--- src/rtl/pic_host_bus_master_if.sv ---
// Command-side handshake and 8259A CPU-bus pins of the host bus initiator.
// The master modport is the initiator; slave is the command source / PIC side.
interface pic_host_bus_master_if;
   logic       cmd_valid;
   logic       cmd_ready;
   logic [1:0] cmd_op;
   logic       cmd_a0;
   logic [7:0] cmd_data;
   logic [7:0] icw1;
   logic [7:0] icw2;
   logic [7:0] icw3;
   logic [7:0] icw4;
   logic [7:0] data_in;
   logic       CS_bar;
   logic       RD_bar;
   logic       WR_bar;
   logic       A0;
   logic [7:0] data_out;
   logic       data_oe;
   logic       done;
   logic [7:0] rd_data;

   modport master (
      input  cmd_valid, cmd_op, cmd_a0, cmd_data, icw1, icw2, icw3, icw4, data_in,
      output cmd_ready, CS_bar, RD_bar, WR_bar, A0, data_out, data_oe, done, rd_data
   );

   modport slave (
      output cmd_valid, cmd_op, cmd_a0, cmd_data, icw1, icw2, icw3, icw4, data_in,
      input  cmd_ready, CS_bar, RD_bar, WR_bar, A0, data_out, data_oe, done, rd_data
   );
endinterface

--- src/rtl/pic_host_bus_master.sv ---
// Host-side 8259A bus initiator: timed write/read cycles and the ICW1-ICW4
// init sequence, with ICW3/ICW4 skipped according to ICW1 SNGL/IC4 bits.
module pic_host_bus_master #(
   parameter int SETUP_CYC = 1,
   parameter int PULSE_CYC = 2,
   parameter int HOLD_CYC  = 1
) (
   input logic                   clk,
   input logic                   reset,
   pic_host_bus_master_if.master bus
);

   localparam logic [1:0] OP_INIT = 2'b00;
   localparam logic [1:0] OP_READ = 2'b10;
   localparam logic [1:0] OP_NOP  = 2'b11;

   localparam logic [3:0] SETUP_LOAD = 4'(SETUP_CYC - 1);
   localparam logic [3:0] PULSE_LOAD = 4'(PULSE_CYC - 1);
   localparam logic [3:0] HOLD_LOAD  = 4'(HOLD_CYC - 1);

   typedef enum logic [2:0] {IDLE, SETUP, STROBE, HOLD, GAP} state_t;

   state_t     state;
   state_t     state_next;
   logic [3:0] cnt;
   logic       is_read;
   logic [3:1] pending;
   logic [7:0] icw2_q;
   logic [7:0] icw3_q;
   logic [7:0] icw4_q;
   logic       a0_q;
   logic [7:0] data_q;
   logic [7:0] rd_q;
   logic       accept;
   logic       cnt_zero;
   logic       more_words;
   logic       on_bus;
   logic [1:0] next_idx;
   logic [7:0] next_word;

   assign cnt_zero   = (cnt == 4'd0);
   assign more_words = |pending;
   assign on_bus     = (state == SETUP) || (state == STROBE) || (state == HOLD);

   always_ff @(posedge clk) begin
      if (reset) state <= IDLE;
      else       state <= state_next;
   end

   always_comb begin
      state_next = state;
      accept     = 1'b0;
      case (state)
         IDLE: begin
            if (bus.cmd_valid) begin
               accept     = 1'b1;
               state_next = (bus.cmd_op == OP_NOP) ? GAP : SETUP;
            end
         end
         SETUP:   if (cnt_zero) state_next = STROBE;
         STROBE:  if (cnt_zero) state_next = HOLD;
         HOLD:    if (cnt_zero) state_next = GAP;
         GAP:     state_next = more_words ? SETUP : IDLE;
         default: state_next = IDLE;
      endcase
   end

   // Remaining INIT words are issued lowest index first: ICW2, ICW3, ICW4.
   always_comb begin
      next_idx  = 2'd3;
      next_word = icw4_q;
      if (pending[1]) begin
         next_idx  = 2'd1;
         next_word = icw2_q;
      end else if (pending[2]) begin
         next_idx  = 2'd2;
         next_word = icw3_q;
      end
   end

   always_ff @(posedge clk) begin
      if (reset) begin
         cnt     <= 4'd0;
         is_read <= 1'b0;
         pending <= '0;
         icw2_q  <= 8'h00;
         icw3_q  <= 8'h00;
         icw4_q  <= 8'h00;
         a0_q    <= 1'b0;
         data_q  <= 8'h00;
         rd_q    <= 8'h00;
      end else begin
         case (state)
            IDLE: begin
               if (accept) begin
                  is_read <= (bus.cmd_op == OP_READ);
                  cnt     <= SETUP_LOAD;
                  if (bus.cmd_op == OP_INIT) begin
                     a0_q    <= 1'b0;
                     data_q  <= bus.icw1 | 8'h10;
                     pending <= {bus.icw1[0], ~bus.icw1[1], 1'b1};
                     icw2_q  <= bus.icw2;
                     icw3_q  <= bus.icw3;
                     icw4_q  <= bus.icw4;
                  end else begin
                     pending <= '0;
                     if (bus.cmd_op != OP_NOP) a0_q <= bus.cmd_a0;
                     if (bus.cmd_op == 2'b01) data_q <= bus.cmd_data;
                  end
               end
            end
            SETUP: cnt <= cnt_zero ? PULSE_LOAD : cnt - 4'd1;
            STROBE: begin
               if (cnt_zero) begin
                  cnt <= HOLD_LOAD;
                  if (is_read) rd_q <= bus.data_in;
               end else begin
                  cnt <= cnt - 4'd1;
               end
            end
            HOLD: if (!cnt_zero) cnt <= cnt - 4'd1;
            GAP: begin
               if (more_words) begin
                  pending[next_idx] <= 1'b0;
                  a0_q              <= 1'b1;
                  data_q            <= next_word;
                  cnt               <= SETUP_LOAD;
               end
            end
            default: ;
         endcase
      end
   end

   assign bus.cmd_ready = (state == IDLE) && !reset;
   assign bus.CS_bar    = !on_bus;
   assign bus.WR_bar    = !((state == STROBE) && !is_read);
   assign bus.RD_bar    = !((state == STROBE) && is_read);
   assign bus.data_oe   = on_bus && !is_read;
   assign bus.done      = (state == GAP) && !more_words;
   assign bus.A0        = a0_q;
   assign bus.data_out  = data_q;
   assign bus.rd_data   = rd_q;

endmodule

--- src/flat_wrapper.sv ---
// flat-port wrapper written by rule: the top's interface ports become plain ports
module pic_host_bus_master_flat 
#(
   parameter int SETUP_CYC = 1,
   parameter int PULSE_CYC = 2,
   parameter int HOLD_CYC  = 1
)
  (clk, reset, bus_cmd_valid, bus_cmd_op, bus_cmd_a0, bus_cmd_data, bus_icw1, bus_icw2, bus_icw3, bus_icw4, bus_data_in, bus_cmd_ready, bus_CS_bar, bus_RD_bar, bus_WR_bar, bus_A0, bus_data_out, bus_data_oe, bus_done, bus_rd_data);
  pic_host_bus_master_if bus_i ();
  input logic clk;
  input logic reset;
  input wire logic [$bits(bus_i.cmd_valid)-1:0] bus_cmd_valid;
  input wire logic [$bits(bus_i.cmd_op)-1:0] bus_cmd_op;
  input wire logic [$bits(bus_i.cmd_a0)-1:0] bus_cmd_a0;
  input wire logic [$bits(bus_i.cmd_data)-1:0] bus_cmd_data;
  input wire logic [$bits(bus_i.icw1)-1:0] bus_icw1;
  input wire logic [$bits(bus_i.icw2)-1:0] bus_icw2;
  input wire logic [$bits(bus_i.icw3)-1:0] bus_icw3;
  input wire logic [$bits(bus_i.icw4)-1:0] bus_icw4;
  input wire logic [$bits(bus_i.data_in)-1:0] bus_data_in;
  output wire logic [$bits(bus_i.cmd_ready)-1:0] bus_cmd_ready;
  output wire logic [$bits(bus_i.CS_bar)-1:0] bus_CS_bar;
  output wire logic [$bits(bus_i.RD_bar)-1:0] bus_RD_bar;
  output wire logic [$bits(bus_i.WR_bar)-1:0] bus_WR_bar;
  output wire logic [$bits(bus_i.A0)-1:0] bus_A0;
  output wire logic [$bits(bus_i.data_out)-1:0] bus_data_out;
  output wire logic [$bits(bus_i.data_oe)-1:0] bus_data_oe;
  output wire logic [$bits(bus_i.done)-1:0] bus_done;
  output wire logic [$bits(bus_i.rd_data)-1:0] bus_rd_data;
  assign bus_i.cmd_valid = bus_cmd_valid;
  assign bus_i.cmd_op = bus_cmd_op;
  assign bus_i.cmd_a0 = bus_cmd_a0;
  assign bus_i.cmd_data = bus_cmd_data;
  assign bus_i.icw1 = bus_icw1;
  assign bus_i.icw2 = bus_icw2;
  assign bus_i.icw3 = bus_icw3;
  assign bus_i.icw4 = bus_icw4;
  assign bus_i.data_in = bus_data_in;
  assign bus_cmd_ready = bus_i.cmd_ready;
  assign bus_CS_bar = bus_i.CS_bar;
  assign bus_RD_bar = bus_i.RD_bar;
  assign bus_WR_bar = bus_i.WR_bar;
  assign bus_A0 = bus_i.A0;
  assign bus_data_out = bus_i.data_out;
  assign bus_data_oe = bus_i.data_oe;
  assign bus_done = bus_i.done;
  assign bus_rd_data = bus_i.rd_data;
  pic_host_bus_master #(.SETUP_CYC(SETUP_CYC), .PULSE_CYC(PULSE_CYC), .HOLD_CYC(HOLD_CYC)) u_core (.clk(clk), .reset(reset), .bus(bus_i));
endmodule
--- config.mk ---
export PLATFORM = sky130hd
export DESIGN_NAME = pic_host_bus_master_flat
export DESIGN_NICKNAME = d
export VERILOG_FILES = /design/src/rtl/pic_host_bus_master_if.sv /design/src/rtl/pic_host_bus_master.sv /design/src/flat_wrapper.sv
export SDC_FILE = /design/constraint.sdc
export NUM_CORES = 1
export LEC_CHECK = 0
export BUFFER_PORTS_ARGS = -buffer_cell sky130_fd_sc_hd__buf_2
export CORE_MARGIN = 5
export CORE_UTILIZATION = 29
export DETAILED_ROUTE_END_ITERATION = 7
export PLACE_DENSITY = 0.46
export SLEW_MARGIN = 20
export SYNTH_ARGS = -nofsm -noshare
export SYNTH_HDL_FRONTEND = slang
export SYNTH_SLANG_ARGS = --single-unit
--- constraint.sdc ---
create_clock -name clk -period 1.9 [get_ports clk]
set_clock_uncertainty 0.2 [all_clocks]
set_input_delay 0 -clock clk [delete_from_list [all_inputs] [get_ports clk]]
set_output_delay 0 -clock clk [all_outputs]
set_load 0.01 [all_outputs]
Word-level counts from Yosys, hierarchy flattened

Index checks and enable logic that the tools add are counted.

Flip-flop bits (word level): 52
Input port bits: 54
Logic and storage cells: 96

$add $sub $neg: 1
$lt $le $gt $ge: 2
Equal/unequal tests: 17
Muxes and demuxes: 35
Bitwise logic cells: 3
Reduce and logical (&&, ||, !) cells: 28

Operators with widths:

| cell                  | number |
|---|---|
| $mux W8               | 6 |
| $mux W3               | 8 |
| $mux W4               | 5 |
| $pmux W4 S5           | 1 |
| $pmux W8 S2           | 1 |
| $reduce_and A4 Y1     | 4 |
| $pmux W3 S5           | 1 |
| $ne A2 B1 Y1 const B  | 5 |
| $mux W1               | 9 |
| $reduce_and A3 Y1     | 3 |
| $eq A3 B2 Y1 const B  | 2 |
| $logic_and A1 B1 Y1   | 6 |
| $logic_not A1 Y1      | 6 |
| $ne A2 B2 Y1 const B  | 3 |
| $ne A3 B1 Y1 const B  | 2 |
| $pmux W3 S2           | 1 |
| $reduce_bool A5 Y1    | 1 |
| $eq A2 B2 Y1 const B  | 2 |
| $logic_not A4 Y1      | 1 |
| $sub A4 B1 Y4 const B | 1 |
| $and A3 B3 Y3         | 1 |
| $eq A3 B1 Y1 const B  | 1 |
| $eq A3 B3 Y1 const B  | 1 |
| $logic_not A3 Y1      | 1 |
| 13 further kinds      | 14 |

Longest topological paths before layout

Gate-level depths: netlist of run 1.

Word-level depth: 10
Depth in mapped cells: 7

Worst setup path after synthesis of run 1

OpenSTA, ideal clock, no wires.

Kind: flip-flop to flip-flop
Start: register u_core.cnt[0]
End: register u_core.cnt[1]
Setup time: 0.121 ns
Data arrival time: 1.451 ns
Required time: 1.579 ns
Slack: 0.128 ns
Stages on the path, launching flop included: 7
Clock period less this slack: 1.772 ns
Cells stage by stage: dfxtp_1 > inv_1 > ha_1 > or3b_2 > maj3_1 > nand2_1 > mux2i_1

Word-level cells in the longest chain between the ends: 3
Elaborated cells between the ends (all ways): 8

RTL lines:

| what                                              | RTL line                   | source |
|---|---|---|
| start, declared                                   | pic_host_bus_master.sv:25  | `logic [3:0] cnt;` |
| start signal, assigned                            | pic_host_bus_master.sv:112 | `SETUP: cnt <= cnt_zero ? PULSE_LOAD : cnt - 4'd1;` |
| start signal, assigned                            | pic_host_bus_master.sv:118 | `cnt <= cnt - 4'd1;` |
| start signal, assigned                            | pic_host_bus_master.sv:121 | `HOLD: if (!cnt_zero) cnt <= cnt - 4'd1;` |
| $sub A4 B1 Y4 or $logic_not A4 Y1 (tied branches) | n/a                        |  |
| $mux W4 (tied with other cells)                   | pic_host_bus_master.sv:121 |  |
| $pmux W4 S5 or $reduce_and A4 Y1 (tied branches)  | n/a                        |  |

Parallel ways exist; a longest one is shown, timed or not. The select of a mux whose other input is x is not followed.
A chain may end at the register's enable or synchronous reset.

Worst setup path in the final report of run 1

Start: register u_core.cnt[1]
End: register u_core.cnt[0]

Word-level cells in the longest chain between the ends: 3
Elaborated cells between the ends (all ways): 6

RTL lines:

| what                                             | RTL line                   | source |
|---|---|---|
| $logic_not A4 Y1 *                               | pic_host_bus_master.sv:41  | `assign cnt_zero = (cnt == 4'd0);` |
| $mux W4 (tied with other cells)                  | pic_host_bus_master.sv:114 | `if (cnt_zero) begin` |
| $pmux W4 S5 or $reduce_and A4 Y1 (tied branches) | n/a                        |  |

Mark *: on every way between the ends. The rest lies on a longest branch, timed or not.

==> results.md, run 1 <==
- Die ar.: 10500 µm²
- Yosys top cell by area: sky130_fd_sc_hd__dfxtp_1
- Setup slack at placement: -0.0747 ns
- Fraction of final layout cells with drive strength greater than 1: 27.6%
- # port buffers: 75
- Cell variety after synth: 46
- Worst hold path type: primary input to flip-flop
- Number of antenna repair diodes: 0
- Instance count of the mapped netlist: 299
- Vias in the first global route: 2519
- Final total power: 3.37 mW
- Compound-cell area share of the yosys netlist: 21.0%
- Initial antenna violation count: 0
- Total negative slack: 0 ns
- Final std cell area, no fill: 3670 µm²
- Synth Flop Type: sky130_fd_sc_hd__dfxtp_1
- Layout Area Growth over Synthesis: 47.2%
- Power Density: 918 nW/µm²
- Routed via count: 2505
- Async set-reset flop share out of synthesis: 0%
- Maximum number of pins on one net before global-route repair: 45
- Fmax achieved: 559 MHz
- Area share of fa/ha/maj cells after synthesis: 1.41%
- Number of warnings issued by yosys: 0
- Post-synthesis register bit count: 52
- Number of nets still failing antenna checks after routing: 0
- Sinks on Clock Net: 52
- Number of endpoints with negative hold slack in the final report: 0
- Required time at the endpoint of the critical path: 1.92 ns
- Master cell of the clock root buffer: sky130_fd_sc_hd__clkbuf_8
- I/O pin count: 77
- Detail Placement HPWL: 5090 µm
- Clock transition time at the flip-flop clock pins of the worst setup and hold paths: 0.10 ns
- Actual slew at the worst max-slew pin: 0.497 ns
- Maximum ir drop on the vdd rail: 0.298 mV
- H-tree depth: 2
- Remaining global-route overflow: 0
- Die H: 103 µm
- Area of the core region: 8300 µm²
- Fin crit share: 94.1%
- Internal power: 2.18 mW
- Clock buffer depth: 2
- Fraction of synthesized area in multiplexers: 6.83%
- Crit. End Element: flip-flop
- Unrepaired setup endpoints after global routing: no
- Number of nets in the layout: 482
- Min Clock Period, post-route: 1.79 ns
- Count of flip-flops with a built-in enable after synthesis: 0
- Max-cap check violation count: 0
- Delay of the slowest critical-path stage: 0.36 ns
- Simple-gate share of the synthesized area: 23.0%
- Final setup fails: 0
- Reported leakage power: 1.52 nW
- CP arrival: 1.81 ns
- Total length of routed wires: 7390 µm
- Xor/xnor cell area share of the yosys netlist: 0.351%
- Crit-path max FO: 6
- Synth Net Count: 355
- Netlist area before placement: 2490 µm²
- Flop pwr share: 39.4%
- Combinational family with the most area after synthesis: simple AND/OR/NAND/NOR gates
- Number of vias per cell: 4.71
- Switching component of the power: 1.19 mW
- Startpoint type of the worst setup path: flip-flop
- Global router's overall resource usage: 14.7%
- Slack of the worst reg-to-reg path: 0.11 ns
- RePlAce Congestion: 0.733
- Worst setup slack after layout: 0.112 ns
- Post-route DRC: 0
- Max-slew headroom at the worst pin: 66.9%
- Width of the die: 103 µm
- Area post-placement: 3040 µm²
- Critical setup path kind: flip-flop to flip-flop
- Result of the run: finished clean
- Avg WL per Cell: 13.9 µm
- Starting density of the core: 30.0%
- Comb power frac: 40.3%
- Top area cells in the synthesized netlist: sky130_fd_sc_hd__dfxtp_1, sky130_fd_sc_hd__nand2_1, sky130_fd_sc_hd__a21oi_1
- Fraction of power spent switching nets: 35.3%
- Global-route wire length before repair: 12100 µm
- Seq/Total Area, Yosys: 41.8%
- Cell type of the slowest stage on the worst timing path: sky130_fd_sc_hd__nor3b_4
- Clock share of power: 20.3%
- TritonRoute pass-1 iters: 4
- Area share of the leading cell type in the synthesized netlist: 41.8%
- Violation count after the first detailed-route iteration: 79
- Number of buffers inserted during clock tree synthesis: 5
- Average size of a mapped cell: 8.34 µm²
- Critical Path, Cell by Cell: inv_1 > ha_1 > nor3b_4 > nand3_1 > and3_4 > o31ai_2
- Count of pins over their slew limit: 0
- Clock insertion delay at the later pin of the skew report: 0.31 ns
- Count of standard-cell rows: 33
- CTS tree: built
Yosys cell counts (3+ instances only):
master and count:
sky130_fd_sc_hd__nand4_1 3, sky130_fd_sc_hd__dfxtp_1 52, sky130_fd_sc_hd__nor3b_1 3, sky130_fd_sc_hd__a211oi_1 9, sky130_fd_sc_hd__inv_1 6, sky130_fd_sc_hd__o22a_1 7, sky130_fd_sc_hd__clkbuf_1 7, sky130_fd_sc_hd__buf_4 6
sky130_fd_sc_hd__nor2b_1 9, sky130_fd_sc_hd__nor2_1 14, sky130_fd_sc_hd__buf_2 5, sky130_fd_sc_hd__nand2_1 58, sky130_fd_sc_hd__nand3_1 3, sky130_fd_sc_hd__nor3_1 6, sky130_fd_sc_hd__o21ai_0 20, sky130_fd_sc_hd__a21oi_1 39
sky130_fd_sc_hd__mux2i_1 17
power by group through the flow:
stage                     registers (mW)  clock network (mW)  logic [mW]
after floorplan                     1.32                   0       0.777
after global placement              1.34                   0        1.19
after detailed placement            1.34                   0        1.19
after CTS                           1.32               0.717        1.29
after global routing                1.35               0.764        1.51
final                               1.33               0.684        1.36
critical path: cells and delay by family, from the launching register on:
kind                     cells  cell delay, ns
AND/OR/NAND/NOR              3            0.73
adder cells (fa/ha/maj)      1            0.18
buffers and inverters        1            0.08
flip-flops                   1            0.33
AO/OA/AOI/OAI                1            0.19
repair_timing:
| item | in CTS | in global routing |
|---|---|---|
| hold endpoints to repair | 49 | 0 |
| pin swaps | 0 | 1 |
| gates resized for setup | 2 | 13 |
| hold buffers | 48 | 0 |
| endpoints found under the setup margin | 11 | 14 |
| setup buffers | 0 | 2 |
final cells by class:
class                           count  area [µm²]
Multi-Input combinational cell    221        1350
Tap cell                          105         131
Fill cell                         854        4630
Sequential cell                    52        1050
Clock inverter                      2        15.0
Inverter                            6        22.5
Timing Repair Buffer              140        1020
Clock buffer                        6        82.6
routing by layer:
layer	GRT usage [%]	routed length, µm
met1	18.5	3270
met2	25.5	3700
met3	2.37	299
met4	5.15	122
met5	0	0
path summary, 6_finish.rpt:
check / start / end / cells after the start
min: bus_cmd_data[0] / u_core.bus.data_out[0]$_SDFFE_PP0P_ / 4
min reg2reg: u_core.bus.data_out[4]$_SDFFE_PP0P_ / u_core.bus.data_out[4]$_SDFFE_PP0P_ / 2
max reg2reg: u_core.cnt[1]$_SDFFE_PP0P_ / u_core.cnt[0]$_SDFFE_PP0P_ / 6
max: u_core.cnt[1]$_SDFFE_PP0P_ / u_core.cnt[0]$_SDFFE_PP0P_ / 6
flip-flops by register name, indices dropped and copies added (netlist names), 3 cells and up:
signal,count
u_core.icw3_q,8
u_core.pending,3
u_core.icw2_q,8
u_core.bus.data_out,8
u_core.cnt,4
u_core.icw4_q,8
u_core.bus.rd_data,8
u_core.state,3
cell families (layout without fill, tap and decap cells):
family / Yosys count / count (layout)
flops: 52 / 52
compound gates: 86 / 86
simple gates: 114 / 114
fa+ha+maj: 3 / 3
xor+xnor: 1 / 1
mux: 17 / 17
buf+inv: 26 / 154
metrics by stage:
stage	utilization, %	hold slack [ns]	std cells
floorplan	-	-0.0640	299
global route	44.2	0.0281	532
detailed placement	36.6	0.0413	475
finish	44.2	0.00275	532
global placement	36.6	0.0327	475
CTS	43.7	0.0147	531
cell usage in the layout, fill, tap and decap left out, types with 2 or more instances in the layout:
cell,instances
sky130_fd_sc_hd__nand3_1,3
sky130_fd_sc_hd__or3b_4,2
sky130_fd_sc_hd__ha_1,2
sky130_fd_sc_hd__clkbuf_8,6
sky130_fd_sc_hd__nand2_1,58
sky130_fd_sc_hd__a211oi_1,9
sky130_fd_sc_hd__dfxtp_1,47
sky130_fd_sc_hd__o21ai_1,2
sky130_fd_sc_hd__buf_4,14
sky130_fd_sc_hd__buf_2,75
sky130_fd_sc_hd__nor3b_1,2
sky130_fd_sc_hd__nor2_1,14
sky130_fd_sc_hd__o22a_1,7
sky130_fd_sc_hd__clkinvlp_4,2
sky130_fd_sc_hd__nor3_1,6
sky130_fd_sc_hd__nand4_1,3
sky130_fd_sc_hd__inv_1,5
sky130_fd_sc_hd__nor2b_1,8
sky130_fd_sc_hd__dlygate4sd3_1,48
sky130_fd_sc_hd__a22oi_1,2
sky130_fd_sc_hd__nor3b_4,3
sky130_fd_sc_hd__a21oi_1,39
sky130_fd_sc_hd__dfxtp_2,5
sky130_fd_sc_hd__buf_12,3
sky130_fd_sc_hd__nand2b_1,2
sky130_fd_sc_hd__o21ai_0,20
sky130_fd_sc_hd__mux2i_1,17
(Power assumes the default switching activity.)
==> inputs of run 2 (changes only) <==
Settings changed: CELL_PAD_IN_SITES_DETAIL_PLACEMENT from default to 1, CELL_PAD_IN_SITES_GLOBAL_PLACEMENT from default to 2, CORE_ASPECT_RATIO from default to 0.75, PLACE_DENSITY 0.46 to 0.75.
==> results.md, run 2 (synthesized netlist as in run 1, its figures left out) <==
- Result of the run: finished clean
- Worst r2r path cells: 6
- Highest routed layer: met4
- Register cell area after layout: 1040 µm²
- Width of the die: 117 µm
- Routed via count: 2552
- Number of nets still failing antenna checks after routing: 0
- Die ar.: 10600 µm²
- # port buffers: 75
- Reported leakage power: 1.56 nW
- Power Density: 1010 nW/µm²
- Internal power: 2.50 mW
- Max-cap check violation count: 0
- Fraction of final layout cells with drive strength greater than 1: 28.6%
- Clock insertion delay at the later pin of the skew report: 0.29 ns
- Remaining global-route overflow: 0
- Detailed-routing wirelength on met1: 3650 µm
- Routed wire length on met3: 369 µm
- H-tree depth: 2
- Clock buffer depth: 2
- Maximum ir drop on the vdd rail: 0.474 mV
- Flop pwr share: 35.2%
- Crit-path max FO: 16
- Violation count after the first detailed-route iteration: 81
- Global router's overall resource usage: 14.9%
- Area post-placement: 3030 µm²
- CP arrival: 1.82 ns
- Number of vias per cell: 4.77
- I/O pin count: 77
- End point of the critical path: u_core.bus.data_out[4]$_SDFFE_PP0P_
- Die H: 90.3 µm
- Detail Placement HPWL: 5560 µm
- TritonRoute pass-1 iters: 4
- Number of antenna repair diodes: 0
- Comb power frac: 37.2%
- RePlAce Congestion: 0.775
- Final setup fails: 0
- Amount of wire on met2 after detailed routing: 3820 µm
- Sinks on Clock Net: 52
- Number of buffers inserted during clock tree synthesis: 5
- Global-route wire length before repair: 12800 µm
- Starting density of the core: 29.6%
- Max-slew headroom at the worst pin: 71.6%
- Number of endpoints with negative hold slack in the final report: 0
- Startpoint type of the worst setup path: flip-flop
- Vias in the first global route: 2689
- Count of standard-cell rows: 29
- Clock share of power: 27.6%
- Layout Area Growth over Synthesis: 48.6%
- Area of the core region: 8420 µm²
- Fin crit share: 94.4%
- Fill cell count: 1035
- Footprint of the multi-input gates: 1350 µm²
- CTS tree: built
- Required time at the endpoint of the critical path: 1.92 ns
- Min Clock Period, post-route: 1.79 ns
- Fraction of power spent switching nets: 33.2%
- Actual slew at the worst max-slew pin: 0.423 ns
- Number of nets in the layout: 482
- Slack of the worst reg-to-reg path: 0.11 ns
- Fmax achieved: 557 MHz
- Master cell of the clock root buffer: sky130_fd_sc_hd__clkbuf_16
- Maximum number of pins on one net before global-route repair: 28
- Avg WL per Cell: 14.7 µm
- Worst hold path type: primary input to flip-flop
- Commonest non-fill, non-tap cell in the layout: sky130_fd_sc_hd__buf_2
- Clock transition time at the flip-flop clock pins of the worst setup and hold paths: 0.07 ns
- Commonest cells after routing, fill and taps aside: sky130_fd_sc_hd__buf_2, sky130_fd_sc_hd__nand2_1, sky130_fd_sc_hd__dfxtp_1, sky130_fd_sc_hd__dlygate4sd3_1, sky130_fd_sc_hd__a21oi_1
- Critical setup path kind: flip-flop to flip-flop
- Initial antenna violation count: 0
- Switching component of the power: 1.24 mW
- Crit. End Element: flip-flop
- R2R Path Start: u_core.state[0]$_SDFFE_PP0P_
- Critical Path Start: u_core.state[0]$_SDFFE_PP0P_
- Critical register-to-register path endpoint: u_core.bus.data_out[4]$_SDFFE_PP0P_
- Post-route DRC: 0
- Smallest hold slack: 0.0146 ns
- Final std cell area, no fill: 3700 µm²
- Count of pins over their slew limit: 0
- Total length of routed wires: 7880 µm
-- run 2: changes by cell type in the layout (fill, tap and decap cells not counted), sizes merged --
cell | previous run | this run
buf | 92 | 98
dlygate4sd3 | 48 | 42
clkinvlp | 2 | 0
bufinv | 0 | 1
inv | 6 | 7
-- run 2: power by group through the flow --
stage / sequential [mW] / combinational [mW] / clock [mW]
global route: 1.33 / 1.55 / 1.10
detailed placement: 1.33 / 1.21 / 0
global placement: 1.32 / 1.20 / 0
finish: 1.32 / 1.39 / 1.03
floorplan: 1.32 / 0.777 / 0
CTS: 1.31 / 1.31 / 1.07
-- run 2: area by class of cell --
class | instances | area share, %
inverters | 6 | 0.608
repair buffers | 140 | 26.7
flip-flops and latches | 52 | 28.1
multi-input cells | 221 | 36.4
clock inverters | 2 | 1.05
well taps | 108 | 3.65
clock buffers | 6 | 3.48
-- run 2: repair_timing --
item,4_1_cts,5_1_grt
setup buffers,0,4
resized for setup,3,12
endpoints found under the setup margin,8,45
endpoints found under the hold margin,42,0
hold buffers,42,0
pin swaps,0,4
cloned,0,0
-- run 2: metal layers --
metal  vias to the layer above  global-route usage (%)
met2                        43                    24.4
li1                       1304                       -
met3                         5                    3.82
met1                      1200                    19.9
met5                         -                       0
met4                         0                    2.96
-- run 2: metrics by stage --
step | setup TNS, ns | setup slack, ns | util, % | total power, mW | instances
2_1_floorplan | 0 | 0.128 | - | 2.09 | 299
3_3_place_gp | 0 | 0.0355 | 36.0 | 2.51 | 481
3_5_place_dp | -0.0520 | -0.0195 | 36.0 | 2.53 | 481
4_1_cts | 0 | 0.00324 | 43.1 | 3.68 | 531
5_1_grt | -0.00341 | -0.00341 | 44.0 | 3.98 | 535
6_report | 0 | 0.105 | 44.0 | 3.75 | 535
-- run 2: how the worst min path moves through the flow --
| stage | cells past startpoint | start | to |
|---|---|---|---|
| 2_1_floorplan | 2 | bus_icw4[0] | u_core.icw4_q[0]$_SDFFE_PP0P_ |
| 3_3_place_gp | 3 | bus_data_in[1] | u_core.bus.rd_data[1]$_SDFFE_PP0P_ |
| 3_5_place_dp | 3 | bus_data_in[1] | u_core.bus.rd_data[1]$_SDFFE_PP0P_ |
| 4_1_cts | 4 | bus_cmd_data[2] | u_core.bus.data_out[2]$_SDFFE_PP0P_ |
| 5_1_grt | 4 | bus_icw1[5] | u_core.bus.data_out[5]$_SDFFE_PP0P_ |
| 6_report | 4 | bus_cmd_data[2] | u_core.bus.data_out[2]$_SDFFE_PP0P_ |
-- run 2: worst max-delay path, stage by stage, from the launching register on --
cell and delay (ns):
sky130_fd_sc_hd__dfxtp_1 0.38, sky130_fd_sc_hd__buf_4 0.19, sky130_fd_sc_hd__or3b_4 0.42, sky130_fd_sc_hd__o32ai_4 0.16, sky130_fd_sc_hd__buf_12 0.17, sky130_fd_sc_hd__o2111ai_1 0.11, sky130_fd_sc_hd__o21ai_1 0.10
==> inputs of run 3 (changes only) <==
Settings changed: CORE_ASPECT_RATIO 0.75 to 1.5.
==> results.md, run 3 (synthesized netlist as in run 1, its figures left out) <==
- Power Density: 969 nW/µm²
- # port buffers: 75
- Crit-path max FO: 8
- Slack of the worst reg-to-reg path: 0.12 ns
- Critical setup path kind: flip-flop to output pin
- Width of the die: 85.7 µm
- Critical Path, Cell by Cell: or2_0 > buf_4 > nand2_1 > nor2_1 > buf_2
- Sinks on Clock Net: 52
- Avg WL per Cell: 15.3 µm
- Detail Placement HPWL: 5590 µm
- Max-slew headroom at the worst pin: 67.2%
- Die ar.: 10600 µm²
- Max-cap check violation count: 0
- Critical Path Start: u_core.state[1]$_SDFFE_PP0P_
- Vias in the first global route: 2727
- Fmax achieved: 556 MHz
- Core occupancy in the finished layout: 43.4%
- Unrepaired setup endpoints after global routing: no
- Layout Area Growth over Synthesis: 46.5%
- Total negative slack: 0 ns
- Critical register-to-register path endpoint: u_core.cnt[3]$_SDFFE_PP0P_
- Delay of the slowest critical-path stage: 0.55 ns
- Master cell of the clock root buffer: sky130_fd_sc_hd__clkbuf_16
- Area of the core region: 8410 µm²
- CTS tree: built
- Number of endpoints with negative hold slack in the final report: 0
- Clock buffer depth: 2
- Clock transition time at the flip-flop clock pins of the worst setup and hold paths: 0.07 ns
- Final total power: 3.54 mW
- End point of the critical path: bus_data_oe
- Post-route DRC: 0
- Count of pins over their slew limit: 0
- Min Clock Period, post-route: 1.80 ns
- Number of vias per cell: 4.80
- Die H: 124 µm
- Commonest non-fill, non-tap cell in the layout: sky130_fd_sc_hd__buf_2
- Count of standard-cell rows: 41
- Crit. End Element: output pin
- Starting density of the core: 29.6%
- TritonRoute pass-1 iters: 4
- Fraction of final layout cells with drive strength greater than 1: 26.9%
- Total length of routed wires: 8110 µm
- Number of nets in the layout: 480
- Required time at the endpoint of the critical path: 1.70 ns
- Violation count after the first detailed-route iteration: 113
- Number of nets still failing antenna checks after routing: 0
- Initial antenna violation count: 0
- Startpoint type of the worst setup path: flip-flop
- Global-route wire length before repair: 13200 µm
- Number of buffers inserted during clock tree synthesis: 5
- Number of antenna repair diodes: 0
- Worst r2r path cells: 6
- H-tree depth: 2
- Cell type of the slowest stage on the worst timing path: sky130_fd_sc_hd__dfxtp_1
- Clock insertion delay at the later pin of the skew report: 0.29 ns
- Final std cell area, no fill: 3650 µm²
- R2R Path Start: u_core.cnt[0]$_SDFFE_PP0P_
- Routed via count: 2547
- I/O pin count: 77
- Global router's overall resource usage: 15.9%
- Reported leakage power: 1.53 nW
- Remaining global-route overflow: 0
- CP arrival: 1.60 ns
- RePlAce Congestion: 0.789
- Actual slew at the worst max-slew pin: 0.492 ns
- Area post-placement: 3040 µm²
- Commonest cells after routing, fill and taps aside: sky130_fd_sc_hd__buf_2, sky130_fd_sc_hd__nand2_1, sky130_fd_sc_hd__dfxtp_1, sky130_fd_sc_hd__dlygate4sd3_1, sky130_fd_sc_hd__a21oi_1
- Maximum number of pins on one net before global-route repair: 45
- Final setup fails: 0
- Result of the run: finished clean
- Worst hold path type: primary input to flip-flop
- Maximum ir drop on the vdd rail: 0.428 mV
- Fin crit share: 94.7%
==> run 3: cell count changes in the layout (fill, tap and decap cells not counted), sizes merged <==
cell / before / now
inv: 7 / 6
clkinv: 0 / 1
dlygate4sd3: 42 / 44
bufinv: 1 / 0
buf: 98 / 94
==> run 3: repair_timing <==
item	4_1_cts	5_1_grt
hold endpoints to repair	49	0
buffers inserted	0	1
resized for setup	2	7
pin swaps	0	0
hold buffers	44	0
endpoints found under the setup margin	12	16
==> run 3: area by class of cell <==
class	count	area, µm²
fillers	1052	4760
repair buffers	138	987
well taps	107	134
multi-input cells	221	1330
clock buffers	6	129
inverters	6	22.5
flip-flops and latches	52	1040
clock inverters	1	5.00
==> run 3: report_power, final <==
group	leakage, nW	switching, mW	internal, mW	total, mW
sequential	0.423	0.123	1.22	1.34
clock	0.0667	0.393	0.480	0.873
combinational	1.04	0.695	0.629	1.32
==> run 3: worst min path at each step <==
| stage | startpoint | endpoint | cells after the start |
|---|---|---|---|
| 2_1_floorplan | bus_icw4[0] | u_core.icw4_q[0]$_SDFFE_PP0P_ | 2 |
| 6_report | bus_cmd_data[5] | u_core.bus.data_out[5]$_SDFFE_PP0P_ | 4 |
| 3_3_place_gp | bus_data_in[7] | u_core.bus.rd_data[7]$_SDFFE_PP0P_ | 3 |
| 3_5_place_dp | bus_data_in[1] | u_core.bus.rd_data[1]$_SDFFE_PP0P_ | 3 |
| 5_1_grt | bus_cmd_data[5] | u_core.bus.data_out[5]$_SDFFE_PP0P_ | 4 |
| 4_1_cts | bus_cmd_data[5] | u_core.bus.data_out[5]$_SDFFE_PP0P_ | 4 |
==> run 3: worst max-delay path, delay by kind of cell, from the launching register on <==
kind                   cells  cell delay [ns]
buffers and inverters      2             0.33
flip-flops                 1             0.55
AND/OR/NAND/NOR            3             0.43
==> run 3: metal layers <==
layer	track usage, %	vias to the layer above	routed length [µm]
met5	0	-	0
met4	5.74	0	143
met3	2.27	8	248
met2	31.1	39	4550
met1	17.0	1207	3160
li1	-	1293	-
==> run 3: per-stage QoR <==
step,setup WS (ns),cells,hold slack [ns]
6_report,0.100,531,0.0102
3_5_place_dp,-0.0628,479,0.0464
3_3_place_gp,-0.00791,479,0.0315
5_1_grt,0.00708,531,0.0142
4_1_cts,0.0185,530,0.00864
2_1_floorplan,0.128,299,-0.0640
